File: src/rtl/dct2d_pkg.sv
// Shared types and constants for the 2D DCT sequencer and its datapath.
package dct2d_pkg;

    // Sequencer phases: load rows, wait for writes to land, read columns.
    typedef enum logic [1:0] {
        StIdle,
        StLoad,
        StDrain,
        StRead
    } state_e;

    localparam int unsigned N_DEF          = 8;
    localparam int unsigned ROW_LAT_DEF    = 1;
    localparam int unsigned MEM_RD_LAT_DEF = 1;
    localparam int unsigned COL_LAT_DEF    = 1;

    // Index width for an N-entry block; a 1-row block still needs one bit.
    function automatic int unsigned idx_w(input int unsigned n);
        return (n > 1) ? $clog2(n) : 1;
    endfunction

    localparam int unsigned IDX_W = idx_w(N_DEF);

endpackage

File: src/rtl/dct2d_seq_ctrl_if.sv
// Handshake, transpose-memory and output-flag bundle of the DCT sequencer.
interface dct2d_seq_ctrl_if #(
    parameter int unsigned N = dct2d_pkg::N_DEF
);
    import dct2d_pkg::*;

    localparam int unsigned IW = idx_w(N);

    logic          abort;
    logic          in_valid;
    logic          in_ready;
    logic          mem_wr_en;
    logic [IW-1:0] mem_wr_addr;
    logic          mem_rd_en;
    logic [IW-1:0] mem_rd_addr;
    logic          col_sel;
    logic          out_valid;
    logic [IW-1:0] out_idx;
    logic          out_last;
    logic          busy;

    // Sequencer side.
    modport master (
        input  abort, in_valid,
        output in_ready, mem_wr_en, mem_wr_addr, mem_rd_en, mem_rd_addr,
        output col_sel, out_valid, out_idx, out_last, busy
    );

    // Upstream source / datapath side.
    modport slave (
        output abort, in_valid,
        input  in_ready, mem_wr_en, mem_wr_addr, mem_rd_en, mem_rd_addr,
        input  col_sel, out_valid, out_idx, out_last, busy
    );

endinterface

File: src/rtl/dly_line.sv
// Fixed-depth delay line. The MSB of each word is its valid flag, which feeds o_busy.
module dly_line #(
    parameter int unsigned Width = 1,
    parameter int unsigned Depth = 1
) (
    input  logic             i_clk,
    input  logic             i_rst_n,
    input  logic             i_clr,
    input  logic [Width-1:0] i_data,
    output logic [Width-1:0] o_data,
    output logic             o_busy
);

    if (Depth == 0) begin : g_pass
        // No storage: the line is always empty and clk/reset/clear are irrelevant.
        logic w_unused;
        assign w_unused = i_clk ^ i_rst_n ^ i_clr;
        assign o_data   = i_data;
        assign o_busy   = 1'b0;
    end else begin : g_pipe
        logic [Width-1:0] r_stage [Depth];

        // Shift one stage per cycle; a clear empties the whole line.
        always_ff @(posedge i_clk or negedge i_rst_n) begin
            if (!i_rst_n) begin
                for (int i = 0; i < int'(Depth); i++) r_stage[i] <= '0;
            end else if (i_clr) begin
                for (int i = 0; i < int'(Depth); i++) r_stage[i] <= '0;
            end else begin
                r_stage[0] <= i_data;
                for (int i = 1; i < int'(Depth); i++) r_stage[i] <= r_stage[i-1];
            end
        end

        // Non-empty while any stage still carries a valid word.
        always_comb begin
            o_busy = 1'b0;
            for (int i = 0; i < int'(Depth); i++) o_busy = o_busy | r_stage[i][Width-1];
        end

        assign o_data = r_stage[Depth-1];
    end

endmodule

File: src/rtl/dct2d_seq_ctrl.sv
// Two-pass 8x8 DCT sequencer: row loads into transpose memory, column reads, output flags.
module dct2d_seq_ctrl
    import dct2d_pkg::*;
#(
    parameter int unsigned N          = N_DEF,
    parameter int unsigned ROW_LAT    = ROW_LAT_DEF,
    parameter int unsigned MEM_RD_LAT = MEM_RD_LAT_DEF,
    parameter int unsigned COL_LAT    = COL_LAT_DEF
) (
    input  logic                   i_clk,
    input  logic                   i_rst_n,
    dct2d_seq_ctrl_if.master       io_bus
);

    localparam int unsigned   IW       = idx_w(N);
    localparam logic [IW-1:0] LAST_IDX = IW'(N - 1);

    state_e        r_state;
    logic [IW-1:0] r_wr_cnt;
    logic [IW-1:0] r_rd_addr;
    logic          r_in_ready;
    logic          r_rd_en;

    logic          w_in_ready;
    logic          w_accept;
    logic [IW-1:0] w_wr_idx;
    logic [IW:0]   w_wr_q;
    logic          w_wr_busy;
    logic          w_col_sel;
    logic          w_rd_busy;
    logic [IW+1:0] w_out_q;
    logic          w_out_busy;

    // A row offered during abort must not be taken.
    assign w_in_ready = r_in_ready & ~io_bus.abort;
    assign w_accept   = io_bus.in_valid & w_in_ready;
    assign w_wr_idx   = w_accept ? r_wr_cnt : '0;

    // Block sequencer: counts accepts, waits for writes to land, then walks the columns.
    always_ff @(posedge i_clk or negedge i_rst_n) begin
        if (!i_rst_n) begin
            r_state    <= StIdle;
            r_wr_cnt   <= '0;
            r_rd_addr  <= '0;
            r_in_ready <= 1'b1;
            r_rd_en    <= 1'b0;
        end else if (io_bus.abort) begin
            r_state    <= StIdle;
            r_wr_cnt   <= '0;
            r_rd_addr  <= '0;
            r_in_ready <= 1'b1;
            r_rd_en    <= 1'b0;
        end else begin
            unique case (r_state)
                StIdle, StLoad: begin
                    if (w_accept) begin
                        if (r_wr_cnt == LAST_IDX) begin
                            r_wr_cnt   <= '0;
                            r_state    <= StDrain;
                            r_in_ready <= 1'b0;
                        end else begin
                            r_wr_cnt <= r_wr_cnt + 1'b1;
                            r_state  <= StLoad;
                        end
                    end
                end
                StDrain: begin
                    // Columns may only be read once the last row write has left the line.
                    if (!w_wr_busy) begin
                        r_state   <= StRead;
                        r_rd_en   <= 1'b1;
                        r_rd_addr <= '0;
                    end
                end
                StRead: begin
                    if (r_rd_addr == LAST_IDX) begin
                        r_state    <= StIdle;
                        r_rd_en    <= 1'b0;
                        r_rd_addr  <= '0;
                        r_in_ready <= 1'b1;
                    end else begin
                        r_rd_addr <= r_rd_addr + 1'b1;
                    end
                end
                default: r_state <= StIdle;
            endcase
        end
    end

    dly_line #(
        .Width (IW + 1),
        .Depth (ROW_LAT)
    ) u_wr_dly (
        .i_clk   (i_clk),
        .i_rst_n (i_rst_n),
        .i_clr   (io_bus.abort),
        .i_data  ({w_accept, w_wr_idx}),
        .o_data  (w_wr_q),
        .o_busy  (w_wr_busy)
    );

    dly_line #(
        .Width (1),
        .Depth (MEM_RD_LAT)
    ) u_rd_dly (
        .i_clk   (i_clk),
        .i_rst_n (i_rst_n),
        .i_clr   (io_bus.abort),
        .i_data  (r_rd_en),
        .o_data  (w_col_sel),
        .o_busy  (w_rd_busy)
    );

    dly_line #(
        .Width (IW + 2),
        .Depth (MEM_RD_LAT + COL_LAT)
    ) u_out_dly (
        .i_clk   (i_clk),
        .i_rst_n (i_rst_n),
        .i_clr   (io_bus.abort),
        .i_data  ({r_rd_en, r_rd_addr, r_rd_en && (r_rd_addr == LAST_IDX)}),
        .o_data  (w_out_q),
        .o_busy  (w_out_busy)
    );

    assign io_bus.in_ready    = w_in_ready;
    assign io_bus.mem_wr_en   = w_wr_q[IW];
    assign io_bus.mem_wr_addr = w_wr_q[IW-1:0];
    assign io_bus.mem_rd_en   = r_rd_en;
    assign io_bus.mem_rd_addr = r_rd_addr;
    assign io_bus.col_sel     = w_col_sel;
    assign io_bus.out_valid   = w_out_q[IW+1];
    assign io_bus.out_idx     = w_out_q[IW:1];
    assign io_bus.out_last    = w_out_q[0];
    assign io_bus.busy        = (r_state != StIdle) | w_wr_busy | w_rd_busy | w_out_busy;

endmodule

File: src/flat_wrapper.sv
// flat-port wrapper written by rule: the top's interface ports become plain ports
module dct2d_seq_ctrl_flat import dct2d_pkg::*;
#(
    parameter int unsigned N          = N_DEF,
    parameter int unsigned ROW_LAT    = ROW_LAT_DEF,
    parameter int unsigned MEM_RD_LAT = MEM_RD_LAT_DEF,
    parameter int unsigned COL_LAT    = COL_LAT_DEF
)
  (i_clk, i_rst_n, io_bus_abort, io_bus_in_valid, io_bus_in_ready, io_bus_mem_wr_en, io_bus_mem_wr_addr, io_bus_mem_rd_en, io_bus_mem_rd_addr, io_bus_col_sel, io_bus_out_valid, io_bus_out_idx, io_bus_out_last, io_bus_busy);
  dct2d_seq_ctrl_if #(.N(N)) io_bus_i ();
  input  logic i_clk;
  input  logic i_rst_n;
  input wire logic [$bits(io_bus_i.abort)-1:0] io_bus_abort;
  input wire logic [$bits(io_bus_i.in_valid)-1:0] io_bus_in_valid;
  output wire logic [$bits(io_bus_i.in_ready)-1:0] io_bus_in_ready;
  output wire logic [$bits(io_bus_i.mem_wr_en)-1:0] io_bus_mem_wr_en;
  output wire logic [$bits(io_bus_i.mem_wr_addr)-1:0] io_bus_mem_wr_addr;
  output wire logic [$bits(io_bus_i.mem_rd_en)-1:0] io_bus_mem_rd_en;
  output wire logic [$bits(io_bus_i.mem_rd_addr)-1:0] io_bus_mem_rd_addr;
  output wire logic [$bits(io_bus_i.col_sel)-1:0] io_bus_col_sel;
  output wire logic [$bits(io_bus_i.out_valid)-1:0] io_bus_out_valid;
  output wire logic [$bits(io_bus_i.out_idx)-1:0] io_bus_out_idx;
  output wire logic [$bits(io_bus_i.out_last)-1:0] io_bus_out_last;
  output wire logic [$bits(io_bus_i.busy)-1:0] io_bus_busy;
  assign io_bus_i.abort = io_bus_abort;
  assign io_bus_i.in_valid = io_bus_in_valid;
  assign io_bus_in_ready = io_bus_i.in_ready;
  assign io_bus_mem_wr_en = io_bus_i.mem_wr_en;
  assign io_bus_mem_wr_addr = io_bus_i.mem_wr_addr;
  assign io_bus_mem_rd_en = io_bus_i.mem_rd_en;
  assign io_bus_mem_rd_addr = io_bus_i.mem_rd_addr;
  assign io_bus_col_sel = io_bus_i.col_sel;
  assign io_bus_out_valid = io_bus_i.out_valid;
  assign io_bus_out_idx = io_bus_i.out_idx;
  assign io_bus_out_last = io_bus_i.out_last;
  assign io_bus_busy = io_bus_i.busy;
  dct2d_seq_ctrl #(.N(N), .ROW_LAT(ROW_LAT), .MEM_RD_LAT(MEM_RD_LAT), .COL_LAT(COL_LAT)) u_core (.i_clk(i_clk), .i_rst_n(i_rst_n), .io_bus(io_bus_i));
endmodule
File: config.mk
export PLATFORM = sky130hd
export DESIGN_NAME = dct2d_seq_ctrl_flat
export DESIGN_NICKNAME = d
export VERILOG_FILES = /design/src/rtl/dct2d_pkg.sv /design/src/rtl/dct2d_seq_ctrl_if.sv /design/src/rtl/dly_line.sv /design/src/rtl/dct2d_seq_ctrl.sv /design/src/flat_wrapper.sv
export SDC_FILE = /design/constraint.sdc
export NUM_CORES = 1
export LEC_CHECK = 0
export ABC_CLOCK_PERIOD_IN_PS = 2600
export CORE_MARGIN = 2
export CORE_UTILIZATION = 25
export DETAILED_ROUTE_END_ITERATION = 6
export SYNTH_ARGS = -nofsm -noshare
export SYNTH_HDL_FRONTEND = slang
export SYNTH_HIERARCHICAL = 1
export SYNTH_SLANG_ARGS = --single-unit
File: constraint.sdc
create_clock -name i_clk -period 2.6 [get_ports i_clk]
set_input_delay 0.65 -clock i_clk [delete_from_list [all_inputs] [get_ports i_clk]]
set_output_delay 0.65 -clock i_clk [all_outputs]
set_load 0.02 [all_outputs]
# After elaboration in Yosys (flattened, before gate mapping)
# Index checks and enable logic that the tools add are counted.
[totals]
regBits = 25
in_bits = 4
output_inout_bits = 16
wordCells = 67
[classes]
addsub = 2
eq_ne = 9
mux = 27
bitwise = 7
n_reduce_logical = 13
[ops]
columns = ["cell", "n"]
rows = [
  ["3-bit two-way mux", 8],
  ["10-bit two-way mux", 1],
  ["2-bit two-way mux", 5],
  ["3-bit by 2-bit inequality test with 1-bit output, second input constant", 3],
  ["1-bit two-way mux", 8],
  ["3-bit by 1-bit adder with 3-bit output, second input constant", 2],
  ["3-bit == test, second input constant", 2],
  ["2-bit one-hot mux with 3 select lines", 1],
  ["3-bit one-hot mux with 2 select lines", 1],
  ["3-bit AND reduction", 2],
  ["2-bit nonzero test", 3],
  ["3-bit nonzero test", 2],
  ["2-bit == test, second input constant", 2],
  ["4-bit two-way mux", 1],
  ["1-bit bitwise OR", 4],
  ["1-bit one-hot mux with 2 select lines", 2],
  ["2-bit AND reduction", 2],
  ["4-bit AND reduction", 1],
  ["3-bit inequality test, second input constant", 1],
  ["1-bit bitwise AND", 2],
  ["2-bit by 1-bit == test with 1-bit output, second input constant", 1],
  ["2-bit zero test", 1],
  ["2-bit OR reduction", 1],
  ["1-bit logical AND", 1],
  ["1-bit NOT", 1],
]

# Logic depth before layout (Yosys ltp)
# Gate-level depths: netlist of the first run.
[logic_depth]
depth_word = 6
ltp_mapped = 5
mapped_depth_nobuf = 5

# Cells and area by module
# The synthesis of the first run kept the hierarchy.
[by_module_without_submodules]
columns = ["module", "instances", "cells_per_inst", "area_each_um2", "seq_area_each_um2"]
rows = [
  ["dct2d_seq_ctrl", 1, 65, 590.6, 251.5],
  ["dly_line at u_core.u_out_dly", 1, 26, 356.6, 250.2],
  ["dly_line at u_core.u_wr_dly", 1, 9, 132.6, 100.1],
  ["dly_line at u_core.u_rd_dly", 1, 3, 46.3, 25.0],
]

# Worst setup path after synthesis of the first run
# OpenSTA, ideal clock, no wires.
[synth_timing]
kind = "input-to-output"
start = "input port io_bus_abort"
end = "output port io_bus_in_ready"
arrival_time_ns = 1.035
required_ns = 1.950
setup_slack_ns = 0.915
cell_stages = 1
n_path_buf = 0
cell_sequence = "nor2b_1"
[synth_via]
elab_chain_len = 2
[synth_rtl]
columns = ["item", "line", "source"]
rows = [
  ["start: declaration", "flat_wrapper.sv:13", "input wire logic [$bits(io_bus_i.abort)-1:0] io_bus_abort;"],
  ["1-bit NOT", "dct2d_seq_ctrl.sv:35", "assign w_in_ready = r_in_ready & ~io_bus.abort;"],
  ["1-bit bitwise AND", "dct2d_seq_ctrl.sv:35", ""],
  ["end: declaration", "flat_wrapper.sv:15", "output wire logic [$bits(io_bus_i.in_ready)-1:0] io_bus_in_ready;"],
]
# No other way between the ends.

# Worst setup path after layout of the first run
# Same ends and word-level chain as after synthesis.

==> qor.yml, run 1 <==
sta:
  fin_crit_ns: 2.334
  setup_tns_ns: 0
  final-setup-viol-count: 0
  slew_headroom_pct: 75.77
  report.final.slew_viol_count: 0
  clock_skew_ns: 0.005540
  fin_crit_sh_pct: 89.78
  hold_viol_final: 0
  tightest_slew_ns: 0.3635
  fin_ws_ns: 0.2657
  max_freq_mhz: 428.4
  grt_setup_unrepaired: "false"
logic_synthesis:
  yosysTopAreaCellShare_pct: 53.33
  synth_nets: 111
  syn_area_per_cell_sq_um: 10.93
  synthFlopType: "dfrtp_1"
  netlist_top_cells_count: "dfrtp_1 (24), nor2b_1 (17), nand2_1 (10)"
  ys_ff_latch: 25
  yosysSeqAreaShare_pct: 55.67
  netlist_area_sq_mm: 0.001126
  syn_inst: 103
  synth_edf_count: 0
  synthTopCellsByArea: "dfrtp_1 (53%), nor2b_1 (9.4%), buf_4 (4.7%)"
  synth-async-reset-ratio_pct: 100.0
  yosysTopAreaCell: "dfrtp_1"
  synth.distinct_cells: 28
  yosys_warnings: 6
  synth.most_common_cell: "dfrtp_1"
power:
  peakVddDrop_uv: 173.1
  powerDensity_mw_per_mm2: 502.0
  leakage_uw: 0.0006211
  p_total_uw: 691.5
critical_path:
  startpoint: "io_bus_abort"
  r2r-start: "u_core/io_bus.mem_rd_addr[0]$_DFFE_PN0P_"
  cp-start-kind: "primary input"
  critPathCaptureType: "output port"
  crit_fanout: 5
  arrival_ns: 1.68
  crit_type: "in -> out"
  worst_ep_required_time_ns: 1.95
place:
  hpwl_um: 1354
  portBuffers: 19
  dp_slack_ns: -0.02327
  place_congestion: 0.6675
  place_inst: 166
die:
  die_x_um: 71.12
  fp-row-count: 24
  die_area_sq_mm: 0.005057
  fp.coreArea_sq_mm: 0.004354
  die_y_um: 71.12
  io_pins: 20
  initial_utilization_pct: 25.86
grt:
  antenna_found_initial: 0
  grt-ovfl-total: 0
  grt_pass1_wl_um: 3346
  grt_pass1_vias: 770
  grt_start_max_net_pins: 26
  grt.total_usage_pct: 8.030
routing:
  dr_total_vias: 734
  wl_met1_um: 841
  drtAntennaViolNets: 0
  drc: 0
  avgViaCountPerCell: 4.318
  met3WireLength_um: 70
  drt_iter0_markers: 54
  wl_per_cell_um: 10.91
  drt_pass1_iterations: 4
  met2_length_um: 935
  topRoutingLayerUsed: "met4"
  wl_um: 1855
layout:
  nNetsFinal: 127
  drive_above_1_share_pct: 12.71
  stdcell_count: 170
  n_antenna_cell: 0
  area_delta_synth_final_pct: 22.33
worst_hold_path:
  hold_start: "u_core/u_out_dly/g_pipe.r_stage[6]$_DFF_PN0_"
  hold_path.class: "reg -> reg"
clocking:
  cts_buffers: 3
  clock-sinks: 25
  clk_pin_slew_ns: 0.09
  clk_path_buf_depth: 2
  insertion_delay_ns: 0.26
  cts_tree: "built"
  cts_max_level: 1
  root_buffer: "clkbuf_8"
flow_run:
  max-cap-violations: 0
run_status:
  status: "finished, final reports clean"
what timing repair did:
item                       4_1_cts  5_1_grt
buffers inserted                 0        0
gates resized for setup          1        0
hold buffers                     0        0
setup endpoints to repair        1        0
placed cells by master, fill, tap and decap left out, drive strengths merged, types with 3 or more instances in the layout:
cell type	netlist	layout
and3	3	3
nor2b	18	18
ha	4	4
o21ai	4	4
nand2	10	10
nor2	3	3
a21oi	9	9
clkdlybuf4s50	0	18
clkbuf	1	3
dfrtp	24	24
per-stage QoR:
stage / hold slack (ns) / cell area, sq um / utilization (%)
after floorplan: 0.3544 / 1126 / -
after global placement: 0.4407 / 1330 / 30.55
after detailed placement: 0.4633 / 1330 / 30.55
after CTS: 0.4839 / 1378 / 31.64
after global routing: 0.5161 / 1378 / 31.64
final: 0.4762 / 1378 / 31.64
per-layer routing:
layer / GRT usage, % / vias to the layer above
li1: - / 369
met1: 9.468 / 348
met2: 14.85 / 15
met3: 1.282 / 2
met4: 2.516 / 0
met5: 0 / -
flip-flops by register name (all words and copies together) (netlist names):
signal,cells
u_core/r_in_ready,1
u_core/io_bus.mem_rd_en,1
u_core/u_wr_dly/o_data,4
u_core/r_state,2
u_core/u_out_dly/o_data,5
u_core/u_rd_dly/o_busy,1
u_core/r_wr_cnt,3
u_core/u_out_dly/g_pipe.r_stage,5
u_core/io_bus.mem_rd_addr,3
report_power, final:
group | switching, uW | internal (uW)
logic | 33.2 | 25.3
registers | 9.48 | 396
clock network | 119 | 108
total | 162 | 530
area by class of cell:
cell class / instances / area, sq um
inverter: 1 / 3.754
multi-input combinational: 67 / 429.2
timing repair buffer: 21 / 203.9
clock inverter: 1 / 7.507
sequential: 25 / 626.9
fill: 435 / 2977
tap: 52 / 65.06
clock buffer: 3 / 41.29
cell families after synthesis:
| family | share of synthesized area (%) |
|---|---|
| mux | 0.8889 |
| fa+ha+maj | 4.445 |
| simple gates | 24.67 |
| flops | 55.67 |
| buf+inv | 6.222 |
| compound gates | 8.111 |
worst paths after layout:
kind                            cells past startpoint                                       end  slack [ns]
worst max-delay path                                3                           io_bus_in_ready        0.27
worst min-delay path                                1      u_core/u_out_dly/o_data[1]$_DFF_PN0_        0.48
worst max register to register                      4  u_core/io_bus.mem_rd_addr[0]$_DFFE_PN0P_        1.09
worst min register to register                      1      u_core/u_out_dly/o_data[1]$_DFF_PN0_        0.48
max in group asynchronous                           2             u_core/r_in_ready$_DFFE_PN1P_        1.58
min in group asynchronous                           2      u_core/u_out_dly/o_data[0]$_DFF_PN0_        0.74
critical path, stage by stage:
cell and delay, ns:
clkdlybuf4s50_1 0.43, nor2b_1 0.23, dlygate4sd2_1 0.37
No activity file was read; power rests on OpenSTA's default activity.
==> run 2: changes to the inputs <==
CORE_UTILIZATION = 53   (was 25)
PLACE_DENSITY = 0.81   (was not set)
SYNTH_HIERARCHICAL = not set   (was 1)
==> qor.yml, run 2 <==
critical_path:
  crit_fanout: 2  # -3
  crit_chain: "clkdlybuf4s50_1, nor2b_2, clkdlybuf4s50_1"
  arrival_ns: 1.80  # +0.12 ns
  rrSetupSlack_ns: 1.05  # -0.04 ns
  slowest_stage: "clkdlybuf4s50_1"
  r2r-start: "u_core.r_wr_cnt[0]$_DFFE_PN0P_"
  timing.rr.end: "u_core.r_wr_cnt[0]$_DFFE_PN0P_"
  critPathCaptureType: "output port"
  worst_ep_required_time_ns: 1.95  # about the same
  cpPeakStageDelay_ns: 0.60  # +0.17 ns
  crit_type: "in -> out"
  cp-start-kind: "primary input"
  reg2regPathDepth: 4  # unchanged
  crit_path_frequent_cell: "clkdlybuf4s50_1"
die:
  fp-row-count: 16  # -33%
  die_y_um: 48.45  # -32%
  die_x_um: 48.45  # -32%
  initial_utilization_pct: 55.07  # +29 points
  io_pins: 20  # unchanged
  fp.coreArea_sq_mm: 0.001902  # -56%
  die_area_sq_mm: 0.002347  # -54%
power:
  p_clk_share_pct: 37.9  # +5.0 points
  seqPwrFrac_pct: 55.2  # -3.5 points
  leakage_uw: 0.0006080  # -2.1%
  p_switching_uw: 143.6  # -11%
  intPower_uw: 556.6  # +5.0%
  p_total_uw: 700.2  # +1.3%
  comb_power_share_pct: 7.0  # -1.5 points
  powerDensity_mw_per_mm2: 539.1  # +7.4%
  swShare_pct: 20.51  # -2.9 points
  peakVddDrop_uv: 341.0  # +97%
clocking:
  holdBufCountCts: 0  # unchanged
  cts_resized: 0  # -1
  insertion_delay_ns: 0.31  # +0.05 ns
  cts_tree: "built"
  cts_buffers: 3  # unchanged
  cts_max_level: 1  # unchanged
  root_buffer: "clkbuf_4"
  clk_path_buf_depth: 2  # unchanged
  clock-sinks: 24  # -4.0%
  cts_setup_buffers: 0  # unchanged
  clk_pin_slew_ns: 0.13  # +0.04 ns
worst_hold_path:
  worstHoldEndpoint: "u_core.u_out_dly.o_data[0]$_DFF_PN0_"
  hold_start: "u_core.u_out_dly.g_pipe.r_stage[5]$_DFF_PN0_"
  hold_path.class: "reg -> reg"
  min_path_cells: 1  # unchanged
sta:
  hold_viol_final: 0  # unchanged
  report.final.slew_viol_count: 0  # unchanged
  fin_crit_ns: 2.446  # +0.1114 ns
  final-setup-viol-count: 0  # unchanged
  slew_headroom_pct: 79.78  # +4.0 points
  clock_skew_ns: 0.001321  # -0.004219 ns
  max_freq_mhz: 408.9  # -4.6%
  setup_tns_ns: 0  # unchanged
  fin_crit_sh_pct: 94.07  # +4.3 points
  tightest_slew_ns: 0.3033  # -0.06025 ns
  grt_setup_unrepaired: "false"
  fin_ws_ns: 0.1542  # -0.1114 ns
layout:
  stdcell_count: 138  # -19%
  drive_above_1_share_pct: 9.910  # -2.8 points
  area_delta_synth_final_pct: 24.01
  multi_input_area_sq_um: 390.4  # -9.0%
  seqCellArea_sq_um: 601.8  # -4.0%
  n_antenna_cell: 0  # unchanged
  nNetsFinal: 121  # -4.7%
  fillers: 138  # -68%
  final_common_cell: "dfrtp_1"
  final_cell_mix: "dfrtp_1 (23), clkdlybuf4s50_1 (19), nor2b_1 (12)"
logic_synthesis:
  synthFlopType: "dfrtp_1"
  synth.distinct_cells: 31  # +11%
  yosysTopAreaCellShare_pct: 54.96  # +1.6 points
  syn_inst: 93  # -9.7%
  ys_ff_latch: 24  # -4.0%
  yosysSeqAreaShare_pct: 57.47  # +1.8 points
  yosys_warnings: 0  # -6
  synthTopCellsByArea: "dfrtp_1 (55%), nor2b_1 (7.2%), ha_1 (6.0%)"
  synth.most_common_cell: "dfrtp_1"
  netlist_top_cells_count: "dfrtp_1 (23), nor2b_1 (12), a21oi_1 (8)"
  synth-async-reset-ratio_pct: 100.0  # unchanged
  synth_edf_count: 0  # unchanged
  yosysTopAreaCell: "dfrtp_1"
  syn_area_per_cell_sq_um: 11.26  # +3.0%
  synth_nets: 102  # -8.1%
  netlist_area_sq_mm: 0.001047  # -7.0%
grt:
  grt_start_max_net_pins: 25  # -3.8%
  grt-ovfl-total: 0  # unchanged
  antenna_found_initial: 0  # unchanged
  grt_pass1_wl_um: 3305  # -1.2%
  grt.total_usage_pct: 18.44  # +10 points
  grt_pass1_vias: 696  # -9.6%
place:
  place_congestion: 0.7502  # +12%
  place_inst: 134  # -19%
  portBuffers: 19  # unchanged
  dp_slack_ns: 0.1632  # +0.1865 ns
  hpwl_um: 1251  # -7.6%
routing:
  wl_per_cell_um: 13.18  # +21%
  drc: 0  # unchanged
  drtAntennaViolNets: 0  # unchanged
  wl_um: 1819  # -1.9%
  drt_pass1_iterations: 4  # unchanged
  avgViaCountPerCell: 5.130  # +19%
  drt_iter0_markers: 10  # -81%
  dr_total_vias: 708  # -3.5%
run_status:
  status: "finished, final reports clean"
flow_run:
  max-cap-violations: 0  # unchanged
-- run 2: cell types whose count changed in the layout (fill, tap and decap cells not counted), moves of 2 or more --
cell,before,now
and2_1,1,4
and3_2,3,0
clkbuf_4,0,3
clkbuf_8,3,0
nand2_1,10,5
nand2b_1,0,2
nor2b_1,17,12
o21ai_1,0,2
-- run 2: worst max-delay path by stage --
stage / startpoint / end / slack (ns) / cells after the start
finish: io_bus_abort / io_bus_in_ready / 0.15 / 3
global route: io_bus_abort / io_bus_in_ready / 0.11 / 3
CTS: io_bus_abort / io_bus_in_ready / 0.15 / 3
detailed placement: io_bus_abort / io_bus_in_ready / 0.16 / 3
global placement: io_bus_abort / io_bus_in_ready / 0.15 / 3
floorplan: io_bus_abort / io_bus_in_ready / 0.76 / 3
-- run 2: cell families after synthesis --
logic type	after synthesis	synth area share (%)
simple gates	34	19.24
mux	1	0.9558
fa+ha+maj	5	5.974
flops	24	57.47
buf+inv	10	5.256
compound gates	19	11.11
-- run 2: critical path, delay by kind of cell --
family,cells,cell delay [ns]
buffers and inverters,2,1.03
and+or+nand+nor,1,0.11
-- run 2: final cells by class --
type,count,area share (%)
clock buffers,3,1.734
clock inverters,1,2.312
inverters,2,0.5780
multi-input cells,59,30.06
flip-flops and latches,24,46.34
well taps,27,2.601
repair buffers,22,16.38
-- run 2: per-layer routing --
metal  part of all wire, %  vias to the layer above  GRT usage (%)  routed length, um
li1                      -                      349              -                  -
met2                    52                       18          31.25                941
met5                     0                        -              0                  0
met4                   2.2                        0          9.524                 40
met3                   2.5                        4          3.086                 45
met1                    43                      337          22.80                791
-- run 2: metrics by stage --
step / area (sq um) / util (%) / hold WS, ns
3_5_place_dp: 1246 / 65.53 / 0.4497
4_1_cts: 1299 / 68.29 / 0.4795
6_report: 1299 / 68.29 / 0.4787
3_3_place_gp: 1246 / 65.53 / 0.4468
5_1_grt: 1299 / 68.29 / 0.5021
2_1_floorplan: 1047 / - / 0.3544
-- run 2: power by group through the flow --
stage	sequential (uW)	combinational [uW]	clock, uW
2_1_floorplan	392	25.0	0
3_3_place_gp	393	48.3	0
3_5_place_dp	393	49.7	0
4_1_cts	386	50.0	269
5_1_grt	388	54.8	285
6_report	386	48.8	265
